[src/rtl/serial_pkg.sv]
// serial_pkg: shared FSM states, line levels and default ROM contents for the serializer
package serial_pkg;
    typedef enum logic [2:0] {IDLE, START, DATA, PARITY, STOP} state_t;
    localparam logic TX_IDLE = 1'b1;
    localparam logic TX_START = 1'b0;
    // 16 bits covers the widest word; callers truncate to WORD_W, giving mod 2^WORD_W
    function automatic logic [15:0] table_word(input int depth, input int idx);
        return 16'(depth - 1 - idx);
    endfunction
endpackage

[src/rtl/rom_table.sv]
// rom_table: combinational constant table, word[i] = (DEPTH-1-i) mod 2^WORD_W
module rom_table
    import serial_pkg::*;
#(
    parameter int WORD_W = 4,
    parameter int DEPTH = 16,
    localparam int AW = $clog2(DEPTH)
) (
    input logic [AW-1:0] addr,
    output logic [WORD_W-1:0] word
);
    always_comb word = WORD_W'(table_word(DEPTH, int'(addr)));
endmodule

[src/rtl/rom_serializer.sv]
// rom_serializer: walks the ROM table and frames each word (start, data, parity, stop) onto TX
module rom_serializer
    import serial_pkg::*;
#(
    parameter int WORD_W = 4,
    parameter int DEPTH = 16,
    parameter int MSB_FIRST = 1,
    parameter int PARITY_EN = 0,
    parameter int LOOP = 1,
    localparam int AW = $clog2(DEPTH),
    localparam int BW = $clog2(WORD_W)
) (
    input logic hit,
    input logic clr,
    input logic start,
    input logic halt,
    input logic tick,
    output logic [AW-1:0] NOM,
    output logic [BW-1:0] BIT,
    output logic [WORD_W-1:0] LE,
    output logic TX,
    output logic busy,
    output logic done
);
    state_t state, state_n;
    logic [AW-1:0] nom_n;
    logic [BW-1:0] bit_n;
    logic tx_n, busy_n, done_n, pending, pending_n, halt_req, halt_req_n;
    logic last_word, last_bit;
    rom_table #(.WORD_W(WORD_W), .DEPTH(DEPTH)) u_rom (.addr(NOM), .word(LE));
    function automatic logic data_bit(input logic [WORD_W-1:0] w, input logic [BW-1:0] b);
        return (MSB_FIRST != 0) ? w[WORD_W-1-int'(b)] : w[b];
    endfunction
    assign last_word = NOM == AW'(DEPTH - 1);
    assign last_bit = BIT == BW'(WORD_W - 1);
    always_comb begin
        state_n = state;
        nom_n = NOM;
        bit_n = BIT;
        tx_n = TX;
        busy_n = busy;
        done_n = 1'b0;
        pending_n = (state == IDLE) ? (pending ? !tick : start) : pending;
        halt_req_n = halt_req | (busy & halt);
        if (tick) begin
            case (state)
                IDLE: if (pending) begin
                    state_n = START;
                    busy_n = 1'b1;
                    tx_n = TX_START;
                end
                START: begin
                    state_n = DATA;
                    bit_n = '0;
                    tx_n = data_bit(LE, '0);
                end
                DATA: if (last_bit) begin
                    state_n = (PARITY_EN != 0) ? PARITY : STOP;
                    bit_n = '0;
                    tx_n = (PARITY_EN != 0) ? ^LE : TX_IDLE;
                end else begin
                    bit_n = BIT + 1'b1;
                    tx_n = data_bit(LE, BIT + 1'b1);
                end
                PARITY: begin
                    state_n = STOP;
                    tx_n = TX_IDLE;
                end
                STOP: begin
                    nom_n = last_word ? '0 : NOM + 1'b1;
                    done_n = last_word;
                    // a halt requested on this very edge carries into the next word
                    if (halt_req || (last_word && LOOP == 0)) begin
                        state_n = IDLE;
                        busy_n = 1'b0;
                        tx_n = TX_IDLE;
                        halt_req_n = 1'b0;
                    end else begin
                        state_n = START;
                        tx_n = TX_START;
                    end
                end
                default: state_n = IDLE;
            endcase
        end
    end
    always_ff @(posedge hit or posedge clr) begin
        if (clr) begin
            state <= IDLE;
            NOM <= '0;
            BIT <= '0;
            TX <= TX_IDLE;
            busy <= 1'b0;
            done <= 1'b0;
            pending <= 1'b0;
            halt_req <= 1'b0;
        end else begin
            state <= state_n;
            NOM <= nom_n;
            BIT <= bit_n;
            TX <= tx_n;
            busy <= busy_n;
            done <= done_n;
            pending <= pending_n;
            halt_req <= halt_req_n;
        end
    end
endmodule

[config.mk]
export PLATFORM = sky130hd
export DESIGN_NAME = rom_serializer
export DESIGN_NICKNAME = d
export VERILOG_FILES = /design/src/rtl/serial_pkg.sv /design/src/rtl/rom_table.sv /design/src/rtl/rom_serializer.sv
export SDC_FILE = /design/constraint.sdc
export NUM_CORES = 1
export LEC_CHECK = 0
export ABC_CLOCK_PERIOD_IN_PS = 1750
export CAP_MARGIN = 20
export CORE_MARGIN = 2
export CORE_UTILIZATION = 30
export DETAILED_ROUTE_END_ITERATION = 16
export MAX_ROUTING_LAYER = met4
export SETUP_SLACK_MARGIN = 0.1
export SYNTH_ARGS = -nofsm -noshare
export SYNTH_HDL_FRONTEND = slang
export SYNTH_SLANG_ARGS = --single-unit
[constraint.sdc]
create_clock -name hit -period 1.75 [get_ports hit]
set_input_delay 0.35 -clock hit [delete_from_list [all_inputs] [get_ports hit]]
set_output_delay 0.35 -clock hit [all_outputs]
set_load 0.1 [all_outputs]
# Yosys cells after proc, flatten, opt, wreduce, memory -nomap -nowiden
# Cells that the tools add are included.
# totals
regBits,14
input_bits,5
output_inout_bits,13
elab_cells,57
# classes
add_sub_neg,4
magnitude_cmp,1
n_eq_ne,9
muxes,23
bitwise,2
n_reduce_logical,10
# op_table
op,n
$pmux W3 S5,1
$mux W1,14
$eq A3 B2 Y1 const B,2
$mux W3,2
$ne A2 B2 Y1 const B,3
$reduce_and A3 Y1,2
$pmux W1 S5,1
$reduce_bool A5 Y1,1
$add A4 B1 Y4 const B,1
$eq A4 B4 Y1 const B,1
$lt A3 B4 Y1 const B,1
$mux W4,1
$pmux W2 S2,1
$reduce_and A2 Y1,2
$reduce_and A4 Y1,1
$reduce_bool A2 Y1,2
$sub A4 B4 Y4 const A,1
$eq A3 B1 Y1 const B,1
$eq A3 B3 Y1 const B,1
$logic_not A3 Y1,1
$sub A2 B2 Y3 const A,1
$add A2 B1 Y2 const B,1
$bmux W1 S2,1
$eq A2 B2 Y1 const B,1
5 further kinds,5

# Logic depth before layout (Yosys ltp)
# logic_depth
ltp_word,7
ltp_mapped,5
depth_no_buf,5

# Hierarchy
# Synthesis repeated with hierarchy kept, for this count alone.
# hier_totals
hier_cells,88
hier_area_um2,803.3
# modules_own_cells
module,n_inst,cells_per_inst,area_each_um2,seq_area_each_um2
rom_serializer,1,84,788.3,351.6
rom_table,1,4,15.0,0.0

# Least setup slack after synthesis
# OpenSTA, ideal clock, no wires.
# synth_path
path_kind,register -> register
from,reg NOM[0]
to,reg NOM[3]
setup_ns,0.116
arrival_ns,2.154
t_required_ns,1.634
path_slack_ns,-0.520
path_stages_with_launch,3
path_buffers,0
synth_period_minus_slack_ns,2.270
cell_sequence,dfrtp_1 > inv_1 > o41ai_1
# synth_between
elab_chain_len,2
elab_cells_between_ends,3
cone_classes,add/sub: 1; eq/ne: 1; mux: 1
# synth_rtl
element,line,source
"start, declared",rom_serializer.sv:18,"output logic [AW-1:0] NOM,"
"start signal, assigned",rom_serializer.sv:99,NOM <= nom_n;
$add A4 B1 Y4 / $eq A4 B4 Y1 (equally long branches),"rom_serializer.sv:70, rom_serializer.sv:34",
$mux W4 (*),rom_serializer.sv:70,nom_n = last_word ? '0 : NOM + 1'b1;
# Every way passes the cells marked *; elsewhere a longest branch is shown, timed or not.
# A chain may end at the register's enable or synchronous reset.

# Worst setup path in the final report
# layout_path
from,reg BIT[1]
to,reg TX
# layout_between
elab_chain_len,7
elab_cells_between_ends,8
cone_classes,add/sub: 2; eq/ne: 1; mux: 5
# layout_rtl
element,line,source
"start, declared",rom_serializer.sv:19,"output logic [BW-1:0] BIT,"
"start signal, assigned",rom_serializer.sv:100,BIT <= bit_n;
$add A2 B1 Y2,rom_serializer.sv:63,"tx_n = data_bit(LE, BIT + 1'b1);"
$sub A2 B2 Y3,rom_serializer.sv:32,return (MSB_FIRST != 0) ? w[WORD_W-1-int'(b)] : w[b];
$bmux W1 S2,rom_serializer.sv:32,
$mux W1 (not written as such) (2 in series),rom_serializer.sv:32,
$mux W1 (*),rom_serializer.sv:57,DATA: if (last_bit) begin
$pmux W1 S5 (*),rom_serializer.sv:46,case (state)
"end signal, assigned",rom_serializer.sv:101,TX <= tx_n;
"end, declared",rom_serializer.sv:21,"output logic TX,"
# Every way passes the cells marked *; elsewhere a longest branch is shown, timed or not. The select of a mux whose other input is x is not followed.

==> flow_metrics.py <==
metrics = {
    "logic_synthesis": {
        "synth_compound_area_share_pct": 20.3,
        "synth.area.mux_share_pct": 4.26,
        "synth_flop_cell": "dfrtp_1",
        "syn_nets": 90,
        "synth_fa_ha_area_share_pct": 3.28,
        "postSynthCellCount": 83,
        "synth-simple-area-share_pct": 19.0,
        "netlist_area_um2": 763,
        "avgSynthCellArea_um2": 9.20,
        "seq_area_frac_synth_pct": 46.1,
        "synth-edff-count": 0,
        "synth_top_family_by_area": "compound AO/OA/AOI/OAI gates",
        "synthArstFlopShare_pct": 100,
        "synth_xor_area_share_pct": 1.15,
        "ys.warnings.count": 0,
        "ys_ff_latch": 14,
        "ys_types": 30,
    },
    "cts": {
        "cts.clk_slew.worst_paths_ns": 0.09,
        "cts_inserted_buffers": 3,
        "cts.sinks": 14,
        "root_buffer": "clkbuf_4",
        "clk-insertion-delay-late_ns": 0.28,
        "ctsHoldBuffers": 0,
        "cts_max_level": 1,
        "cts_tree": "yes",
        "cts_buffer_depth": 2,
    },
    "timing": {
        "fmax_mhz": 631,
        "fin_skew_ns": 0.00335,
        "report.final.slew_viol_count": 0,
        "tightestPinTransition_ns": 0.533,
        "fin_tns_setup_ns": 0,
        "rsz0062_at_grt": "no",
        "setup_violations": 0,
        "worst_hold_slack_ns": 0.393,
        "fin_ws_ns": 0.165,
        "fin_crit_sh_pct": 90.6,
        "hold_viol": 0,
        "slew_headroom_pct": 64.4,
        "layout_min_cycle_time_ns": 1.59,
    },
    "route": {
        "postRouteAntennaNets": 0,
        "dr_total_vias": 687,
        "wl_per_cell_um": 12.9,
        "routed_wirelength_um": 1750,
        "met1_length_um": 790,
        "first_iter_violations": 7,
        "vias_per_cell": 5.09,
        "dr.max_layer_used": "met4",
        "routed-wl-met2_um": 838,
        "drcViolationCount": 0,
        "met3_length_um": 89,
        "dr.pass1.iters": 4,
    },
    "die": {
        "die_x_um": 54.4,
        "io_pins": 18,
        "start_util_pct": 31.1,
        "design.core.area_um2": 2450,
        "fp-row-count": 18,
        "die_y_um": 54.4,
        "die-area_um2": 2960,
    },
    "finish": {
        "mostFrequentLayoutCells": "buf_12 (13), nand2_1 (11), o21ai_0 (8)",
        "drive_gt1_share_pct": 35.2,
        "fillCellCount": 223,
        "area_growth_pct": 57.9,
        "diodes": 0,
        "final_common_cell": "buf_12",
        "nets": 113,
    },
    "worst_setup_path": {
        "slowest_delay_ns": 0.52,
        "startpoint": "BIT[1]",
        "crit_chain": "ha_4 -> or4_1 -> a22oi_2 -> o31ai_1",
        "critPathSlowestCell": "dfrtp_4",
        "worst-r2r-cell-count": 4,
        "required_ns": 1.97,
        "cp_max_fo": 4,
        "rr_endpoint": "TX",
        "worstPathArrival_ns": 1.80,
        "crit_buf_inv": 0,
        "r2r_start": "BIT[1]",
        "critical_path_class": "reg -> reg",
        "cp_top_family": "flip-flops",
        "cp-end-kind": "flop",
        "rrSetupSlack_ns": 0.16,
        "worstSetupStartpointType": "flop",
    },
    "global_route": {
        "overflow": 0,
        "grt_max_degree": 15,
        "grt_usage_pct": 14.5,
        "grt_pass1_wl_um": 2950,
        "antenna_found_initial": 0,
        "grt_pass1_vias": 629,
    },
    "job": {
        "max-cap-violations": 0,
    },
    "run_status": {
        "status": "complete, no violations",
    },
    "placed_design": {
        "dp_hpwl_um": 1310,
        "place_congestion": 0.826,
        "pre_cts_ws_ns": 0.0988,
        "io_buffer_count": 17,
    },
    "min_path": {
        "hold_class": "in -> async",
    },
}
[cell families after synthesis]
family,after synthesis
flops,14
compound gates,25
xor+xnor,1
fa+ha+maj,2
buf+inv,11
mux,3
simple gates,27
[per-stage QoR]
step / utilization [%] / area (µm²) / cells
3_3_place_gp: 47.4 / 1160 / 131
3_5_place_dp: 47.4 / 1160 / 131
6_report: 49.1 / 1200 / 135
5_1_grt: 49.1 / 1200 / 135
4_1_cts: 48.9 / 1200 / 135
2_1_floorplan: - / 811 / 83
[state kept, by name, indices dropped and copies added, names as in the netlist]
name      cells
busy          1
state         3
BIT           2
halt_req      1
pending       1
TX            1
NOM           4
done          1
[cell type report]
type	count	area, µm²	share of cell area, %
multi-input cells	58	388	32.2
well taps	30	37.5	3.12
clock buffers	4	36.3	3.01
inverters	8	41.3	3.43
flip-flops and latches	14	372	30.8
repair buffers	21	330	27.4
[synth_stat cells, drive strengths merged (2+ instances only)]
library cell / count / share of area, %
mux2: 2 / 3.0
o31ai: 2 / 2.0
ha: 2 / 3.3
a21oi: 5 / 3.3
inv: 8 / 3.9
or4: 2 / 2.0
o21ai: 8 / 5.2
nor2: 3 / 1.5
nand2: 11 / 5.4
nor3b: 2 / 3.4
o22ai: 2 / 1.6
a31oi: 2 / 1.6
dfrtp: 13 / 43
buf: 3 / 2.0
nand3: 4 / 2.6
[per-layer routing]
layer  vias up  track usage [%]
li1        344                -
met1       312             19.0
met2        25             21.9
met3         6             3.28
met4         0             5.00
met5         -                -
[what timing repair did]
item / 4_1_cts / 5_1_grt
buffers inserted: 0 / 0
endpoints found under the setup margin: 0 / 1
resized for setup: 0 / 1
endpoints found under the hold margin: 0 / 0
[worst max path at each step]
stage,end,slack [ns],depth (start not counted)
2_1_floorplan,NOM[3],0.03,2
3_3_place_gp,NOM[1],0.13,4
3_5_place_dp,BIT[1],0.1,6
4_1_cts,TX,0.13,4
5_1_grt,TX,0.11,4
6_report,TX,0.16,4
Power is not shown: default switching activity piles up to over one toggle a cycle in this logic, so the estimate is an artifact.
